--- config.mk ---
export PLATFORM = sky130hd
export DESIGN_NAME = rr_mux_4to1
export DESIGN_NICKNAME = d
export VERILOG_FILES = /design/src/rtl/rr_mux_4to1.sv
export SDC_FILE = /design/constraint.sdc
export NUM_CORES = 1
export LEC_CHECK = 0
export BUFFER_PORTS_ARGS = -buffer_cell sky130_fd_sc_hd__buf_4
export CAP_MARGIN = 0
export CORE_AREA = 3 3 59 61
export CTS_BUF_LIST = sky130_fd_sc_hd__clkbuf_4 sky130_fd_sc_hd__clkbuf_8 sky130_fd_sc_hd__clkbuf_16
export DETAILED_ROUTE_END_ITERATION = 16
export DIE_AREA = 0 0 62 64
export GPL_TIMING_DRIVEN = 0
export PLACE_DENSITY_LB_ADDON = 0.15
export SYNTH_ARGS = -nofsm -noshare
export SYNTH_HDL_FRONTEND = slang
export SYNTH_SLANG_ARGS = --single-unit
--- constraint.sdc ---
create_clock -name clk -period 11.3 [get_ports clk]
set_clock_uncertainty 0.1 [all_clocks]
set_input_delay 0.565 -clock clk [delete_from_list [all_inputs] [get_ports clk]]
set_output_delay 0.565 -clock clk [all_outputs]
set_load 0.02 [all_outputs]
--- src/rtl/rr_mux_4to1.sv ---
// Four-channel round-robin merging mux with a single registered output slot.
// Packet mode locks the grant to one channel until its in_last beat passes.
module rr_mux_4to1 #(
    parameter int unsigned WIDTH = 8
) (
    input  logic             clk,
    input  logic             rst,
    input  logic [3:0]       in_valid_i,
    input  logic [3:0]       in_last_i,
    input  logic [WIDTH-1:0] in_data0_i,
    input  logic [WIDTH-1:0] in_data1_i,
    input  logic [WIDTH-1:0] in_data2_i,
    input  logic [WIDTH-1:0] in_data3_i,
    output logic [3:0]       in_ready_o,
    output logic             out_valid_o,
    output logic [WIDTH-1:0] out_data_o,
    output logic [1:0]       out_sel_o,
    output logic             out_last_o,
    input  logic             out_ready_i
);

    typedef enum logic {StIdle, StLock} state_e;

    state_e           state_q, state_d;
    logic [1:0]       ptr_q, ptr_d;
    logic [1:0]       owner_q, owner_d;
    logic             out_valid_q, out_valid_d;
    logic [WIDTH-1:0] out_data_q, out_data_d;
    logic [1:0]       out_sel_q, out_sel_d;
    logic             out_last_q, out_last_d;

    logic             can_load;
    logic             grant_found;
    logic [1:0]       grant_idx;
    logic [1:0]       cand;
    logic [3:0]       grant_oh;
    logic             xfer;
    logic [WIDTH-1:0] grant_data;
    logic             grant_last;

    assign can_load = !out_valid_q || out_ready_i;

    // Pick the first valid channel in search order ptr, ptr+1, ... (IDLE) or the owner (LOCK).
    always_comb begin
        grant_found = 1'b0;
        grant_idx   = owner_q;
        cand        = 2'd0;
        if (state_q == StIdle) begin
            for (int k = 0; k < 4; k++) begin
                cand = ptr_q + 2'(k);
                if (!grant_found && in_valid_i[cand]) begin
                    grant_found = 1'b1;
                    grant_idx   = cand;
                end
            end
        end else begin
            grant_found = in_valid_i[owner_q];
        end
        grant_oh = 4'b0000;
        if (can_load && grant_found && !rst) begin
            grant_oh[grant_idx] = 1'b1;
        end
    end

    assign in_ready_o = grant_oh;
    assign xfer       = |grant_oh;
    assign grant_last = in_last_i[grant_idx];

    always_comb begin
        unique case (grant_idx)
            2'd0:    grant_data = in_data0_i;
            2'd1:    grant_data = in_data1_i;
            2'd2:    grant_data = in_data2_i;
            default: grant_data = in_data3_i;
        endcase
    end

    always_comb begin
        state_d     = state_q;
        ptr_d       = ptr_q;
        owner_d     = owner_q;
        out_valid_d = out_valid_q;
        out_data_d  = out_data_q;
        out_sel_d   = out_sel_q;
        out_last_d  = out_last_q;
        if (xfer) begin
            out_valid_d = 1'b1;
            out_data_d  = grant_data;
            out_sel_d   = grant_idx;
            out_last_d  = grant_last;
            if (grant_last) begin
                ptr_d   = grant_idx + 2'd1;
                state_d = StIdle;
            end else if (state_q == StIdle) begin
                owner_d = grant_idx;
                state_d = StLock;
            end
        end else if (out_ready_i) begin
            out_valid_d = 1'b0;
        end
    end

    always_ff @(posedge clk or posedge rst) begin
        if (rst) begin
            state_q     <= StIdle;
            ptr_q       <= 2'd0;
            owner_q     <= 2'd0;
            out_valid_q <= 1'b0;
            out_data_q  <= '0;
            out_sel_q   <= 2'd0;
            out_last_q  <= 1'b0;
        end else begin
            state_q     <= state_d;
            ptr_q       <= ptr_d;
            owner_q     <= owner_d;
            out_valid_q <= out_valid_d;
            out_data_q  <= out_data_d;
            out_sel_q   <= out_sel_d;
            out_last_q  <= out_last_d;
        end
    end

    assign out_valid_o = out_valid_q;
    assign out_data_o  = out_data_q;
    assign out_sel_o   = out_sel_q;
    assign out_last_o  = out_last_q;

endmodule
### Yosys cells after proc, flatten, opt, wreduce, memory -nomap -nowiden

Cells that the tools add are included.

| storage, ports and cells | value |
|---|---|
| bits in latches | 0 |
| ROM bits | 0 |
| RAM bits | 0 |
| memories kept | 0 |
| register bits after elaboration | 17 |
| output and inout bits | 16 |

| cells by class | value |
|---|---|
| bitwise gates (word level) | 2 |
| eq/ne operators | 2 |
| add/sub/neg operators | 4 |
| $mul | 0 |
| divide/modulo/power cells | 0 |
| order comparisons | 7 |
| multiplexer cells | 32 |
| reduce and logical (&&, ||, !) cells | 17 |
| shifts and indexed selects | 0 |

Operators with widths:

| kind | number |
|---|---|
| case mux 8 bit (3 select lines) | 1 |
| less-than comparator 2 x 3 -> 1 bit, second input constant | 6 |
| two-way mux 1 bit | 18 |
| binary-select mux 1 bit (select 2 bit) | 6 |
| two-way mux 2 bit | 5 |
| logical AND 1 bit | 6 |
| zero test 1 bit | 5 |
| adder 2 x 1 -> 2 bit, second input constant | 2 |
| adder 2 bit, second input constant | 2 |
| two-way mux 4 bit | 1 |
| OR reduction 4 bit | 1 |
| AND reduction 3 bit | 1 |
| demux 1 bit (select 2 bit) | 1 |
| equality test 2 x 1 -> 1 bit, second input constant | 1 |
| equality test 2 bit, second input constant | 1 |
| >= comparator 2 x 1 -> 1 bit, second input constant | 1 |
| zero test 2 bit | 1 |
| NOT 1 bit | 2 |
| AND reduction 2 bit | 1 |
| nonzero test 2 bit | 1 |
| logical OR 1 bit | 1 |

### Depth between registers and ports, before layout

Gate-level depths: netlist of the first run.

| depth | value |
|---|---|
| word-level depth | 23 |
| gate-level depth with buffers | 15 |
| gate-level depth less buffers | 12 |

### Least setup slack after synthesis of the first run

OpenSTA, ideal clock, no wires.

| timing path | value |
|---|---|
| kind | in2reg |
| from | input port in_valid_i[1] |
| to | register owner_q[1] |
| data required time | 11.075 ns |
| arrival | 3.504 ns |
| setup time | 0.125 ns |
| slack | 7.571 ns |
| cell stages on the path | 13 |
| cells stage by stage | buf_6 -> nor3b_1 -> or4_4 -> o32a_1 -> o32ai_1 -> a211o_2 -> inv_1 -> ha_1 -> clkbuf_8 -> o41ai_2 -> nor2_1 -> nand2_1 -> mux2_4 |

| on the way | value |
|---|---|
| longest elaborated chain between the ends | 23 |
| elaborated cells between the ends (all ways) | 42 |
| those cells by class | 2 x order compare; 28 x mux; 1 x bitwise; 11 x reduce/logical |

Ends and longest elaborated chain:

| what | RTL line | source |
|---|---|---|
| start, declared | 8 | `input logic [3:0] in_valid_i,` |
| binary-select mux 1 bit (select 2 bit) | 51 | `if (!grant_found && in_valid_i[cand]) begin` |
| two-way mux 1 bit (implied by the code) | 51 |  |
| two-way mux 1 bit | 51 |  |
| two-way mux 1 bit | 48 | `if (state_q == StIdle) begin` |
| zero test 1 bit | 51 |  |
| logical AND 1 bit | 51 |  |
| two-way mux 1 bit | 51 |  |
| two-way mux 1 bit | 48 |  |
| [8 not listed] | - |  |
| net grant_idx[0] | 34 | `logic [1:0] grant_idx;` |
| less-than comparator 2 x 3 -> 1 bit (implied by the code) / >= comparator 2 x 1 -> 1 bit (equally long branches) | 61 | `grant_oh[grant_idx] = 1'b1;` |
| logical AND 1 bit (implied by the code) | 61 |  |
| two-way mux 1 bit (implied by the code) | 61 |  |
| demux 1 bit (select 2 bit) | 61 |  |
| two-way mux 4 bit | 60 | `if (can_load && grant_found && !rst) begin` |
| OR reduction 4 bit | 66 | `assign xfer = \|grant_oh;` |
| AND reduction 3 bit (no line) (*) | - |  |
| end signal, assigned | 115 | `owner_q <= owner_d;` |
| end, declared | 26 | `logic [1:0] owner_q, owner_d;` |

The timed path passes the listed nets; every way through them passes the cells marked *. The select of a mux whose other input is x is not followed.
A chain may end at the register's enable or synchronous reset.

### Worst setup path in the final report of the first run

| timing path | value |
|---|---|
| from | register ptr_q[0] |
| to | register out_sel_q[1], in the netlist out_sel_o[1] |

| on the way | value |
|---|---|
| longest elaborated chain between the ends | 22 |
| elaborated cells between the ends (all ways) | 39 |
| those cells by class | 3 x add/sub; 2 x order compare; 24 x mux; 10 x reduce/logical |

Ends and longest elaborated chain:

| what | RTL line | source |
|---|---|---|
| start, declared | 25 | `logic [1:0] ptr_q, ptr_d;` |
| start signal, assigned | 114 | `ptr_q <= ptr_d;` |
| binary-select mux 1 bit (select 2 bit) | 51 |  |
| two-way mux 1 bit (implied by the code) | 51 |  |
| two-way mux 1 bit | 51 |  |
| two-way mux 1 bit | 48 |  |
| zero test 1 bit | 51 |  |
| logical AND 1 bit | 51 |  |
| two-way mux 1 bit | 51 |  |
| two-way mux 1 bit | 48 |  |
| [7 not listed] | - |  |
| two-way mux 2 bit (*) | 48 |  |
| net grant_idx[0] | 34 |  |
| less-than comparator 2 x 3 -> 1 bit (implied by the code) / >= comparator 2 x 1 -> 1 bit (equally long branches) | 61 |  |
| logical AND 1 bit (implied by the code) | 61 |  |
| two-way mux 1 bit (implied by the code) | 61 |  |
| demux 1 bit (select 2 bit) (*) | 61 |  |
| two-way mux 4 bit (*) | 60 |  |
| OR reduction 4 bit (*) | 66 |  |
| end signal, assigned | 118 | `out_sel_q <= out_sel_d;` |
| end, declared | 29 | `logic [1:0] out_sel_q, out_sel_d;` |

Marks and branches as above.

==> run_summary.xml, run 1 <==
<?xml version="1.0" encoding="UTF-8"?>
<metrics>
  <group name="yosys">
    <metric name="synth_enable_flop_cells" unit="">0</metric>
    <metric name="postSynthCellCount" unit="">176</metric>
    <metric name="synth_area_leader_cell" unit="">dfrtp_1</metric>
    <metric name="mappedNetlistNets" unit="">224</metric>
    <metric name="ys_top_cells_by_area" unit="">dfrtp_1 27%, a222oi_1 5.1%, a21oi_1 4.5%</metric>
    <metric name="synth-seq-area-share" unit="%">27.1</metric>
    <metric name="synthArstFlopShare" unit="%">100</metric>
    <metric name="synth.yosys.warnings" unit="">0</metric>
    <metric name="synth_area_per_cell" unit="um^2">8.92</metric>
    <metric name="synth_seq_cells" unit="">17</metric>
    <metric name="synth_top_area_share" unit="%">27.1</metric>
    <metric name="netlist-cell-type-count" unit="">58</metric>
    <metric name="synthesis.area" unit="um^2">1570</metric>
    <metric name="synth_flop_cell" unit="">dfrtp_1</metric>
  </group>
  <group name="layout">
    <metric name="final-instance-count-excl-fill" unit="">282</metric>
    <metric name="insertedDiodeCount" unit="">0</metric>
    <metric name="drive_above_1_share" unit="%">37.8</metric>
    <metric name="fill_cells" unit="">246</metric>
    <metric name="final_nets" unit="">287</metric>
    <metric name="layout-area-overhead-vs-synth" unit="%">33.0</metric>
  </group>
  <group name="route">
    <metric name="via_count" unit="">1660</metric>
    <metric name="first_iter_violations" unit="">87</metric>
    <metric name="detail_route.vias_per_cell" unit="">5.89</metric>
    <metric name="wl_per_cell" unit="um">15.2</metric>
    <metric name="postRouteAntennaNets" unit="">0</metric>
    <metric name="detail_route.wirelength" unit="um">4280</metric>
    <metric name="remaining_drc_errors" unit="">0</metric>
    <metric name="drt_pass1_iterations" unit="">5</metric>
  </group>
  <group name="cts">
    <metric name="numCtsBuffers" unit="">3</metric>
    <metric name="post_cts_resize_count" unit="">0</metric>
    <metric name="ctsLongestPathBuffers" unit="">2</metric>
    <metric name="post-cts-setup-buffer-count" unit="">0</metric>
    <metric name="cts.htree.levels" unit="">1</metric>
    <metric name="clkSlewWorstSetupHoldPaths" unit="ns">0.11</metric>
    <metric name="cts.sink_count" unit="">17</metric>
    <metric name="cts_tree" unit="">done</metric>
    <metric name="worst_skew_pair.late_latency" unit="ns">0.30</metric>
    <metric name="cts.root.buffer_cell" unit="">clkbuf_4</metric>
    <metric name="cts.hold.buffers_added" unit="">0</metric>
  </group>
  <group name="sta">
    <metric name="worst_hold_slack" unit="ns">0.239</metric>
    <metric name="final.setup.tns" unit="ns">0</metric>
    <metric name="setup_repair_after_global_routing_missed_its_margin" unit="">no</metric>
    <metric name="layout_setup_ws" unit="ns">7.14</metric>
    <metric name="final-setup-viol-count" unit="">0</metric>
    <metric name="max_slew.worst_pin.slew" unit="ns">0.935</metric>
    <metric name="final.min_clock_period" unit="ns">4.16</metric>
    <metric name="fin_crit_sh" unit="%">36.8</metric>
    <metric name="max_slew_margin" unit="%">37.0</metric>
    <metric name="finalMaxSlewViolations" unit="">0</metric>
    <metric name="maxClockFrequency" unit="MHz">240</metric>
    <metric name="hold_viol_final" unit="">0</metric>
  </group>
  <group name="die">
    <metric name="placement_rows" unit="">20</metric>
    <metric name="placeableCoreArea" unit="um^2">3030</metric>
    <metric name="dieHeight" unit="um">64</metric>
    <metric name="die_area" unit="um^2">3970</metric>
    <metric name="design.portCount" unit="">59</metric>
    <metric name="fp.dieW" unit="um">62</metric>
    <metric name="initial_standard_cell_utilization_of_the_core" unit="%">51.9</metric>
  </group>
  <group name="power">
    <metric name="fin_total_pwr" unit="mW">0.536</metric>
    <metric name="power_switching" unit="mW">0.257</metric>
    <metric name="seqPwrFrac" unit="%">19.1</metric>
    <metric name="p_per_area" unit="nW/um^2">257</metric>
    <metric name="share_clk_of_total_power" unit="%">6.3</metric>
    <metric name="worst_ir_drop_vdd" unit="mV">0.139</metric>
    <metric name="comb_power_share" unit="%">74.7</metric>
    <metric name="p_leak" unit="nW">0.989</metric>
    <metric name="intPower" unit="mW">0.279</metric>
    <metric name="switching_fraction" unit="%">48.0</metric>
  </group>
  <group name="grt">
    <metric name="antenna_found_initial" unit="">0</metric>
    <metric name="grt_remaining_overflow" unit="">0</metric>
    <metric name="global_route.usage.total" unit="%">22.5</metric>
    <metric name="number_of_global_route_vias_before_repair" unit="">1554</metric>
    <metric name="grt_first_pass_wirelength" unit="um">6920</metric>
    <metric name="grt_max_degree" unit="">18</metric>
  </group>
  <group name="critical_path">
    <metric name="regToRegStartpoint" unit="">ptr_q[0]$_DFFE_PP0P_</metric>
    <metric name="startpoint_type" unit="">flop</metric>
    <metric name="path_max_fanout" unit="">10</metric>
    <metric name="worstSetupPathType" unit="">reg -&gt; reg</metric>
    <metric name="path_buf_inv" unit="">4</metric>
    <metric name="worst_path_largest_cell_delay" unit="ns">0.87</metric>
    <metric name="slowest_stage" unit="">o41ai_2</metric>
    <metric name="crit_chain" unit="">buf_6, nor3b_1, or4_4, o32a_1, o32ai_1, a211o_2, inv_1, ha_1, clkbuf_8, o41ai_2, clkbuf_1, nand2_1, o21ai_0</metric>
    <metric name="crit_path_required_time" unit="ns">11.42</metric>
    <metric name="critPathLaunch" unit="">ptr_q[0]$_DFFE_PP0P_</metric>
    <metric name="critPathCaptureType" unit="">flop</metric>
    <metric name="path_delay_family" unit="">compound AO/OA/AOI/OAI gates</metric>
    <metric name="arrival" unit="ns">4.28</metric>
  </group>
  <group name="place">
    <metric name="dp_slack" unit="ns">7.04</metric>
    <metric name="portBuffers" unit="">58</metric>
    <metric name="routabilityCongestion" unit="">0.846</metric>
    <metric name="numPlacedInstances" unit="">278</metric>
    <metric name="estimated_wirelength_of_the_detail_placed_design" unit="um">3300</metric>
  </group>
  <group name="hold_path">
    <metric name="timing.hold.worst.class" unit="">in -&gt; async</metric>
  </group>
  <group name="job">
    <metric name="maxCapViolCount" unit="">0</metric>
  </group>
  <group name="outcome">
    <metric name="outcome" unit="">completed</metric>
  </group>
</metrics>
==> per-stage QoR <==
stage | util, % | area, um^2
3_3_place_gp | 68.1 | 2060
6_report | 69.0 | 2090
2_1_floorplan | - | 1570
3_5_place_dp | 68.1 | 2060
5_1_grt | 69.0 | 2090
4_1_cts | 69.0 | 2090
==> path summary, 6_finish.rpt <==
kind / slack (ns) / depth (start not counted) / to
min in group clk: 0.38 / 2 / out_data_o[3]$_DFFE_PP0P_
hold / removal: 0.24 / 2 / ptr_q[0]$_DFFE_PP0P_
max in group asynchronous: 10.45 / 2 / out_data_o[1]$_DFFE_PP0P_
setup / recovery: 7.14 / 13 / out_sel_o[1]$_DFFE_PP0P_
setup reg to reg: 7.14 / 13 / out_sel_o[1]$_DFFE_PP0P_
hold reg to reg: 0.38 / 2 / out_data_o[3]$_DFFE_PP0P_
==> power by group through the flow <==
| stage | Clock [mW] | Sequential, mW | Combinational (mW) |
|---|---|---|---|
| final | 0.0336 | 0.102 | 0.400 |
| after global routing | 0.0364 | 0.105 | 0.444 |
| after CTS | 0.0338 | 0.102 | 0.397 |
| after detailed placement | 0 | 0.104 | 0.395 |
| after global placement | 0 | 0.102 | 0.384 |
| after floorplan | 0 | 0.125 | 0.263 |
==> cell usage in the layout (no fill, tap or decap), drive strengths merged, types with 5 or more instances in the layout <==
cell    instances
a21oi          14
a222oi          8
and2            6
buf            63
clkbuf         13
dfrtp          17
ha              5
inv             7
nand2          18
nand2b          5
nor2           17
o21ai          13
==> layout make-up <==
cell class	count	area (um^2)	area share, %
Tap cell	44	55.1	2.64
Clock buffer	3	22.5	1.08
Clock inverter	1	5.00	0.240
Multi-Input combinational cell	137	986	47.2
Sequential cell	17	425	20.4
Timing Repair Buffer	58	435	20.9
Buffer	15	133	6.35
Inverter	7	26.3	1.26
==> cell usage after synthesis (2+ instances only) <==
cell type and instances:
nand4bb_1 2, a222oi_1 8, clkbuf_1 5, o21ai_0 13, o22ai_1 2, and2_1 4, dfrtp_1 17, mux2i_1 2
o32ai_1 2, mux2_4 2, nand2b_1 5, ha_1 5, buf_6 2, a21oi_1 14, and2_2 2, inv_1 7
or3_2 2, clkbuf_8 5, nor2_1 16, nand2_1 18, buf_4 3, nor2b_1 2, a21o_1 3
==> registers in the layout, summed over array words and instances (netlist names) <==
| register | cells |
|---|---|
| state_q | 1 |
| out_data_o | 8 |
| ptr_q | 2 |
| out_last_o | 1 |
| out_sel_o | 2 |
| owner_q | 2 |
| out_valid_o | 1 |
==> per-layer routing <==
layer / global-route usage, % / vias up / share of wire (%)
met3: 3.43 / 14 / 6.7
li1: - / 793 / -
met5: 0 / - / 0
met1: 32.4 / 774 / 45
met4: 7.16 / 0 / 2.3
met2: 33.8 / 79 / 46
==> kinds of logic after synthesis <==
family                   after synthesis  share of synthesized area [%]
AO/OA/AOI/OAI                         62                           30.4
buffers and inverters                 22                           10.1
adder cells (fa/ha/maj)                5                           3.98
multiplexers                           6                           6.30
flip-flops                            17                           27.1
AND/OR/NAND/NOR                       64                           22.1
No activity file was read; power rests on OpenSTA's default activity.
==> inputs of run 2 (changes only) <==
- ABC_AREA: unset -> 1
- CORE_AREA: 3 3 59 61 -> 3 3 64 66
- DIE_AREA: 0 0 62 64 -> 0 0 67 69
- clock period: 11.3 -> 3.78 ns (I/O delays scaled with it)
==> run 2 against run 1 <==
  * Synthesized area increased by 0.48%
  * Critical path type unchanged
  * Register-to-register slack got worse by 6.5 ns
  * Via count increased by 0.72%
  * Sequential share of layout area decreased by 0.42 points
  * Critical path depth increased by 8
  * Worst hold slack got worse by 0.21 ns
  * Final area increased by 2.1%
  * Non-clock buffer count decreased by 5
  * Die area increased by 17%
  * Combinational power increased to 5.0 times the previous value
==> run_summary.xml, run 2 <==
<?xml version="1.0" encoding="UTF-8"?>
<metrics>
  <group name="power">
    <metric name="p_per_area" unit="nW/um^2">1160</metric>
    <metric name="p_leak" unit="nW">1.10</metric>
    <metric name="fin_total_pwr" unit="mW">2.48</metric>
    <metric name="worst_ir_drop_vdd" unit="mV">0.829</metric>
  </group>
  <group name="yosys">
    <metric name="synth_flop_cell" unit="">dfrtp_1</metric>
    <metric name="synthesis.area" unit="um^2">1580</metric>
    <metric name="synth-compound-area-share" unit="%">16.1</metric>
    <metric name="mux_contribution_to_synthesized_area" unit="%">0</metric>
    <metric name="post_synth_most_frequent_cells" unit="">94 x nand2_1, 21 x nand3_1, 20 x inv_1</metric>
    <metric name="post-synth-top-count-cell" unit="">nand2_1</metric>
    <metric name="synthArstFlopShare" unit="%">100</metric>
    <metric name="mappedNetlistNets" unit="">282</metric>
    <metric name="synth_adder_area_share" unit="%">3.97</metric>
    <metric name="synth.yosys.warnings" unit="">0</metric>
    <metric name="synthXorXnorAreaFrac" unit="%">0</metric>
    <metric name="synth_area_per_cell" unit="um^2">6.74</metric>
    <metric name="ys_top_cells_by_area" unit="">dfrtp_1 27%, nand2_1 22%, nand3_1 6.7%</metric>
    <metric name="synth_seq_cells" unit="">17</metric>
    <metric name="postSynthCellCount" unit="">234</metric>
    <metric name="netlist-cell-type-count" unit="">24</metric>
    <metric name="synthSimpleGateAreaFrac" unit="%">43.2</metric>
    <metric name="synth_top_area_share" unit="%">27.0</metric>
    <metric name="synth_enable_flop_cells" unit="">0</metric>
    <metric name="synth_top_family_by_area" unit="">simple AND/OR/NAND/NOR gates</metric>
    <metric name="synth_area_leader_cell" unit="">dfrtp_1</metric>
    <metric name="synth-seq-area-share" unit="%">27.0</metric>
  </group>
  <group name="cts">
    <metric name="worst_skew_pair.late_latency" unit="ns">0.24</metric>
    <metric name="ctsLongestPathBuffers" unit="">2</metric>
    <metric name="cts.htree.levels" unit="">1</metric>
    <metric name="numCtsBuffers" unit="">3</metric>
    <metric name="cts.root.buffer_cell" unit="">clkbuf_8</metric>
    <metric name="clkSlewWorstSetupHoldPaths" unit="ns">0.06</metric>
    <metric name="cts.sink_count" unit="">17</metric>
    <metric name="cts_tree" unit="">done</metric>
  </group>
  <group name="critical_path">
    <metric name="slowest_stage" unit="">dfrtp_1</metric>
    <metric name="path_max_fanout" unit="">10</metric>
    <metric name="crit_chain" unit="">buf_4, nand2_1, nand2_1, nand2_2, nand2_4, nor2_8, nand3_1, nand2_1, nand3_2, nand2_4, nand2_4, inv_1, ha_1, clkbuf_1, o211ai_1, nand2_2, inv_2, nor2_2, nand3_1, nand2_1, nand2_1</metric>
    <metric name="path_delay_family" unit="">simple AND/OR/NAND/NOR gates</metric>
    <metric name="crit_path_required_time" unit="ns">3.82</metric>
    <metric name="worst_path_largest_cell_delay" unit="ns">0.40</metric>
    <metric name="startpoint_type" unit="">flop</metric>
    <metric name="critPathCaptureType" unit="">flop</metric>
    <metric name="worstSetupPathType" unit="">reg -&gt; reg</metric>
    <metric name="path_buf_inv" unit="">4</metric>
    <metric name="arrival" unit="ns">3.13</metric>
    <metric name="critPathMostFrequentCell" unit="">nand2_1</metric>
  </group>
  <group name="layout">
    <metric name="largest_register_ffs" unit="">8</metric>
    <metric name="utilization" unit="%">58.7</metric>
    <metric name="final_cell_mix" unit="">94 x nand2_1, 59 x buf_4, 21 x nand3_1</metric>
    <metric name="drive_above_1_share" unit="%">35.7</metric>
    <metric name="final_nets" unit="">346</metric>
    <metric name="insertedDiodeCount" unit="">0</metric>
    <metric name="fill_cells" unit="">378</metric>
    <metric name="multi_input_area" unit="um^2">998</metric>
    <metric name="ff_latch_area" unit="um^2">425</metric>
    <metric name="layout-area-overhead-vs-synth" unit="%">35.1</metric>
    <metric name="layout.cells.most_common" unit="">nand2_1</metric>
  </group>
  <group name="die">
    <metric name="die_area" unit="um^2">4620</metric>
    <metric name="placeableCoreArea" unit="um^2">3630</metric>
    <metric name="design.portCount" unit="">59</metric>
    <metric name="initial_standard_cell_utilization_of_the_core" unit="%">43.4</metric>
    <metric name="dieHeight" unit="um">69</metric>
    <metric name="placement_rows" unit="">22</metric>
    <metric name="fp.dieW" unit="um">67</metric>
  </group>
  <group name="sta">
    <metric name="max_slew.worst_pin.slew" unit="ns">0.652</metric>
    <metric name="final.min_clock_period" unit="ns">3.10</metric>
    <metric name="setup_repair_after_global_routing_missed_its_margin" unit="">no</metric>
    <metric name="hold_viol_final" unit="">0</metric>
    <metric name="finalMaxSlewViolations" unit="">0</metric>
    <metric name="fin_crit_sh" unit="%">81.9</metric>
    <metric name="final-setup-viol-count" unit="">0</metric>
    <metric name="final.setup.tns" unit="ns">0</metric>
    <metric name="maxClockFrequency" unit="MHz">323</metric>
    <metric name="max_slew_margin" unit="%">56.5</metric>
  </group>
  <group name="grt">
    <metric name="grt_max_degree" unit="">19</metric>
    <metric name="global_route.usage.total" unit="%">17.2</metric>
    <metric name="number_of_global_route_vias_before_repair" unit="">1502</metric>
    <metric name="grt_first_pass_wirelength" unit="um">6530</metric>
    <metric name="antenna_found_initial" unit="">0</metric>
    <metric name="grt_remaining_overflow" unit="">0</metric>
  </group>
  <group name="place">
    <metric name="estimated_wirelength_of_the_detail_placed_design" unit="um">3240</metric>
    <metric name="portBuffers" unit="">58</metric>
    <metric name="routabilityCongestion" unit="">0.807</metric>
  </group>
  <group name="hold_path">
    <metric name="timing.hold.worst.class" unit="">in -&gt; reg</metric>
  </group>
  <group name="route">
    <metric name="detail_route.vias_per_cell" unit="">4.85</metric>
    <metric name="wl_per_cell" unit="um">11.3</metric>
    <metric name="first_iter_violations" unit="">47</metric>
    <metric name="postRouteAntennaNets" unit="">0</metric>
    <metric name="via_count" unit="">1672</metric>
    <metric name="drt_pass1_iterations" unit="">5</metric>
    <metric name="remaining_drc_errors" unit="">0</metric>
    <metric name="detail_route.wirelength" unit="um">3890</metric>
  </group>
  <group name="job">
    <metric name="maxCapViolCount" unit="">0</metric>
  </group>
  <group name="outcome">
    <metric name="outcome" unit="">completed</metric>
  </group>
</metrics>
-- run 2: repair_timing --
action,4_1_cts,5_1_grt
resized for setup,0,0
hold buffers,1,0
hold endpoints to repair,17,0
setup buffers,0,0
-- run 2: logic make-up (layout without fill, tap and decap cells) --
kind of cell	Yosys count	after routing
flops	17	17
buf+inv	34	97
simple gates	147	147
fa+ha+maj	5	5
compound gates	31	31
-- run 2: worst paths after layout --
| kind | startpoint | to | slack, ns | depth (start not counted) |
|---|---|---|---|---|
| worst min register to register | out_sel_o[0]$_DFFE_PP0P_ | out_sel_o[0]$_DFFE_PP0P_ | 0.39 | 2 |
| worst min-delay path | out_ready_i | out_valid_o$_DFFE_PP0P_ | 0.03 | 2 |
| worst max register to register | ptr_q[0]$_DFFE_PP0P_ | owner_q[1]$_DFFE_PP0P_ | 0.68 | 21 |
| worst max-delay path | ptr_q[0]$_DFFE_PP0P_ | owner_q[1]$_DFFE_PP0P_ | 0.68 | 21 |
| min in group asynchronous | rst | out_data_o[0]$_DFFE_PP0P_ | 0.50 | 3 |
| max in group asynchronous | rst | out_sel_o[1]$_DFFE_PP0P_ | 2.67 | 3 |
-- run 2: final cells by class --
cell class / instances / area share (%)
sequential: 17 / 20.0
buffer: 9 / 2.82
timing repair buffer: 59 / 20.9
multi-input combinational: 183 / 46.8
inverter: 25 / 4.40
clock buffer: 4 / 2.29
tap: 48 / 2.82
-- run 2: power by group --
group	internal, mW	switching, mW	total [mW]
clock	0.0817	0.0559	0.138
sequential	0.287	0.0682	0.355
combinational	0.768	1.22	1.99
total	1.14	1.34	2.48
-- run 2: metrics by stage --
stage | setup WS [ns] | cells | hold WS (ns) | instance area (um^2)
final | 0.683 | 345 | 0.0271 | 2130
after global routing | 0.369 | 345 | 0.0424 | 2130
after CTS | 0.652 | 345 | 0.0234 | 2130
after detailed placement | 0.669 | 340 | 0.224 | 2070
after global placement | 0.701 | 340 | 0.219 | 2070
after floorplan | 1.09 | 234 | 0.0209 | 1580
-- run 2: metal layers --
layer	up-vias	routed length (um)	global-route usage [%]
li1	878	-	-
met1	747	1680	22.6
met2	45	2010	29.7
met3	2	196	2.44
met4	0	7	2.70
met5	-	0	0
-- run 2: worst register-to-register path, cell delays in order (launching register included) --
cell,delay [ns]
dfrtp_1,0.40
buf_4,0.18
nand2_1,0.07
nand2_1,0.10
nand2_2,0.09
nand2_4,0.08
nor2_8,0.11
nand3_1,0.10
nand2_1,0.10
nand3_2,0.08
nand2_4,0.10
nand2_4,0.09
inv_1,0.16
ha_1,0.16
clkbuf_1,0.34
o211ai_1,0.18
nand2_2,0.11
inv_2,0.08
nor2_2,0.12
nand3_1,0.11
nand2_1,0.07
nand2_1,0.05
==> inputs of run 3 (changes only) <==
- clock period: 3.78 -> 2.8 ns (I/O delays scaled with it)
==> run 3 against run 2 <==
  * Critical path depth down 1
  * Die area unchanged
  * Largest cell class unchanged
  * Via count up 1.4%
  * Sequential cell count unchanged
  * Clock-buffer cell count unchanged
  * Global-route usage up 0.13 points
==> run_summary.xml, run 3 (synthesis gave the netlist of run 2 again) <==
<?xml version="1.0" encoding="UTF-8"?>
<metrics>
  <group name="outcome">
    <metric name="outcome" unit="">completed</metric>
  </group>
  <group name="die">
    <metric name="placeableCoreArea" unit="um^2">3630</metric>
    <metric name="die_area" unit="um^2">4620</metric>
    <metric name="placement_rows" unit="">22</metric>
    <metric name="initial_standard_cell_utilization_of_the_core" unit="%">43.4</metric>
    <metric name="fp.dieW" unit="um">67</metric>
    <metric name="design.portCount" unit="">59</metric>
    <metric name="dieHeight" unit="um">69</metric>
  </group>
  <group name="sta">
    <metric name="finalMaxSlewViolations" unit="">0</metric>
    <metric name="fin_crit_sh" unit="%">96.1</metric>
    <metric name="maxClockFrequency" unit="MHz">372</metric>
    <metric name="hold_viol_final" unit="">0</metric>
    <metric name="final-setup-viol-count" unit="">0</metric>
    <metric name="final.min_clock_period" unit="ns">2.69</metric>
    <metric name="setup_repair_after_global_routing_missed_its_margin" unit="">yes</metric>
    <metric name="max_slew_margin" unit="%">74.7</metric>
    <metric name="max_slew.worst_pin.slew" unit="ns">0.379</metric>
  </group>
  <group name="critical_path">
    <metric name="path_delay_family" unit="">simple AND/OR/NAND/NOR gates</metric>
    <metric name="worst_path_largest_cell_delay" unit="ns">0.40</metric>
    <metric name="worstSetupPathType" unit="">reg -&gt; reg</metric>
    <metric name="total_number_of_cells_along_the_worst_setup_path" unit="">20</metric>
    <metric name="startpoint_type" unit="">flop</metric>
    <metric name="slowest_stage" unit="">dfrtp_1</metric>
    <metric name="critPathCaptureType" unit="">flop</metric>
    <metric name="path_max_fanout" unit="">10</metric>
    <metric name="reg2regPathDepth" unit="">20</metric>
    <metric name="arrival" unit="ns">2.73</metric>
    <metric name="crit_chain" unit="">buf_4, nand2_1, nand2_1, nand2_2, nand2_4, nor2_8, nand3_2, nand2_1, inv_1, nand2_1, nand2_2, nand2_4, inv_4, ha_4, o211ai_1, nand2_2, buf_6, buf_6, nand3_1, nand2_1</metric>
    <metric name="critPathMostFrequentCell" unit="">nand2_1</metric>
    <metric name="crit_path_required_time" unit="ns">2.84</metric>
    <metric name="path_buf_inv" unit="">5</metric>
  </group>
  <group name="route">
    <metric name="drt_pass1_iterations" unit="">4</metric>
    <metric name="first_iter_violations" unit="">61</metric>
    <metric name="detail_route.vias_per_cell" unit="">4.86</metric>
    <metric name="postRouteAntennaNets" unit="">0</metric>
    <metric name="wl_per_cell" unit="um">11.6</metric>
    <metric name="via_count" unit="">1695</metric>
    <metric name="detail_route.wirelength" unit="um">4040</metric>
    <metric name="remaining_drc_errors" unit="">0</metric>
  </group>
  <group name="place">
    <metric name="portBuffers" unit="">58</metric>
    <metric name="estimated_wirelength_of_the_detail_placed_design" unit="um">3240</metric>
    <metric name="routabilityCongestion" unit="">0.807</metric>
  </group>
  <group name="layout">
    <metric name="utilization" unit="%">62.1</metric>
    <metric name="layout.cells.most_common" unit="">nand2_1</metric>
    <metric name="final_cell_mix" unit="">93 x nand2_1, 66 x buf_4, 20 x nand3_1</metric>
    <metric name="drive_above_1_share" unit="%">41.2</metric>
    <metric name="layout-area-overhead-vs-synth" unit="%">43.1</metric>
    <metric name="final_nets" unit="">350</metric>
    <metric name="largest_register_ffs" unit="">8</metric>
    <metric name="insertedDiodeCount" unit="">0</metric>
  </group>
  <group name="grt">
    <metric name="grt_remaining_overflow" unit="">0</metric>
    <metric name="antenna_found_initial" unit="">0</metric>
    <metric name="number_of_global_route_vias_before_repair" unit="">1493</metric>
    <metric name="grt_first_pass_wirelength" unit="um">6550</metric>
    <metric name="grt_max_degree" unit="">19</metric>
    <metric name="global_route.usage.total" unit="%">17.3</metric>
  </group>
  <group name="cts">
    <metric name="worst_skew_pair.late_latency" unit="ns">0.24</metric>
    <metric name="cts.root.buffer_cell" unit="">clkbuf_8</metric>
    <metric name="numCtsBuffers" unit="">3</metric>
    <metric name="clkSlewWorstSetupHoldPaths" unit="ns">0.06</metric>
    <metric name="ctsLongestPathBuffers" unit="">2</metric>
    <metric name="cts_tree" unit="">done</metric>
    <metric name="cts.sink_count" unit="">17</metric>
    <metric name="cts.htree.levels" unit="">1</metric>
  </group>
  <group name="hold_path">
    <metric name="timing.hold.worst.class" unit="">in -&gt; reg</metric>
    <metric name="hold_depth" unit="">3</metric>
  </group>
  <group name="job">
    <metric name="maxCapViolCount" unit="">0</metric>
  </group>
</metrics>
## run 3: changes by cell type in the layout (fill, tap and decap cells not counted), moves of 2 or more
cell,previous run,this run
buf_4,59,66
clkbuf_1,4,0
ha_1,5,2
ha_4,0,3
inv_1,20,18
inv_4,0,2
o21ai_1,4,2
o21ai_2,0,2
## run 3: worst paths after layout
check / end / slack [ns] / startpoint
worst max-delay path: ptr_q[0]$_DFFE_PP0P_ / 0.11 / ptr_q[0]$_DFFE_PP0P_
worst min-delay path: out_data_o[7]$_DFFE_PP0P_ / 0.07 / in_data3_i[7]
worst max register to register: ptr_q[0]$_DFFE_PP0P_ / 0.11 / ptr_q[0]$_DFFE_PP0P_
worst min register to register: out_sel_o[0]$_DFFE_PP0P_ / 0.40 / out_sel_o[0]$_DFFE_PP0P_
max in group asynchronous: ptr_q[1]$_DFFE_PP0P_ / 1.99 / rst
min in group asynchronous: out_data_o[7]$_DFFE_PP0P_ / 0.34 / rst
## run 3: per-layer routing
metal | vias up | track usage, % | share of wire, %
met5 | - | 0 | 0
met4 | 0 | 2.70 | 0.30
met3 | 2 | 2.44 | 4.7
met2 | 41 | 30.3 | 52
met1 | 765 | 22.4 | 43
li1 | 887 | - | -
## run 3: tightest hold or removal path: stages
cell     delay [ns]
buf_4          0.11
nand2_1        0.06
a31oi_2        0.07
## run 3: timing repair
action,4_1_cts,5_1_grt
hold endpoints to repair,18,0
setup endpoints to repair,20,19
setup buffers,0,7
gates resized for setup,8,10
pin swaps,0,2
hold buffers,2,0
## run 3: final cells by class
cell class / instances / area [um^2]
plain buffers: 5 / 46.3
clock buffers: 4 / 48.8
fillers: 364 / 1380
inverters: 25 / 103
multi-input cells: 183 / 1060
flip-flops and latches: 17 / 427
well taps: 48 / 60.1
repair buffers: 67 / 508
## run 3: metrics by stage
step | TNS (ns) | setup WS (ns) | hold WS [ns] | instance area [um^2] | std cells
6_report | 0 | 0.111 | 0.0717 | 2260 | 349
5_1_grt | -0.167 | -0.0541 | 0.0731 | 2260 | 349
2_1_floorplan | 0 | 0.114 | -0.0281 | 1580 | 234
3_3_place_gp | -3.45 | -0.279 | 0.170 | 2070 | 340
3_5_place_dp | -4.07 | -0.311 | 0.175 | 2070 | 340
4_1_cts | 0 | 0.0190 | 0.0727 | 2160 | 342
Power of run 3 is left out: the tool's default activity adds up to more than one toggle a clock period on the data nets, which glitch-free logic cannot reach.
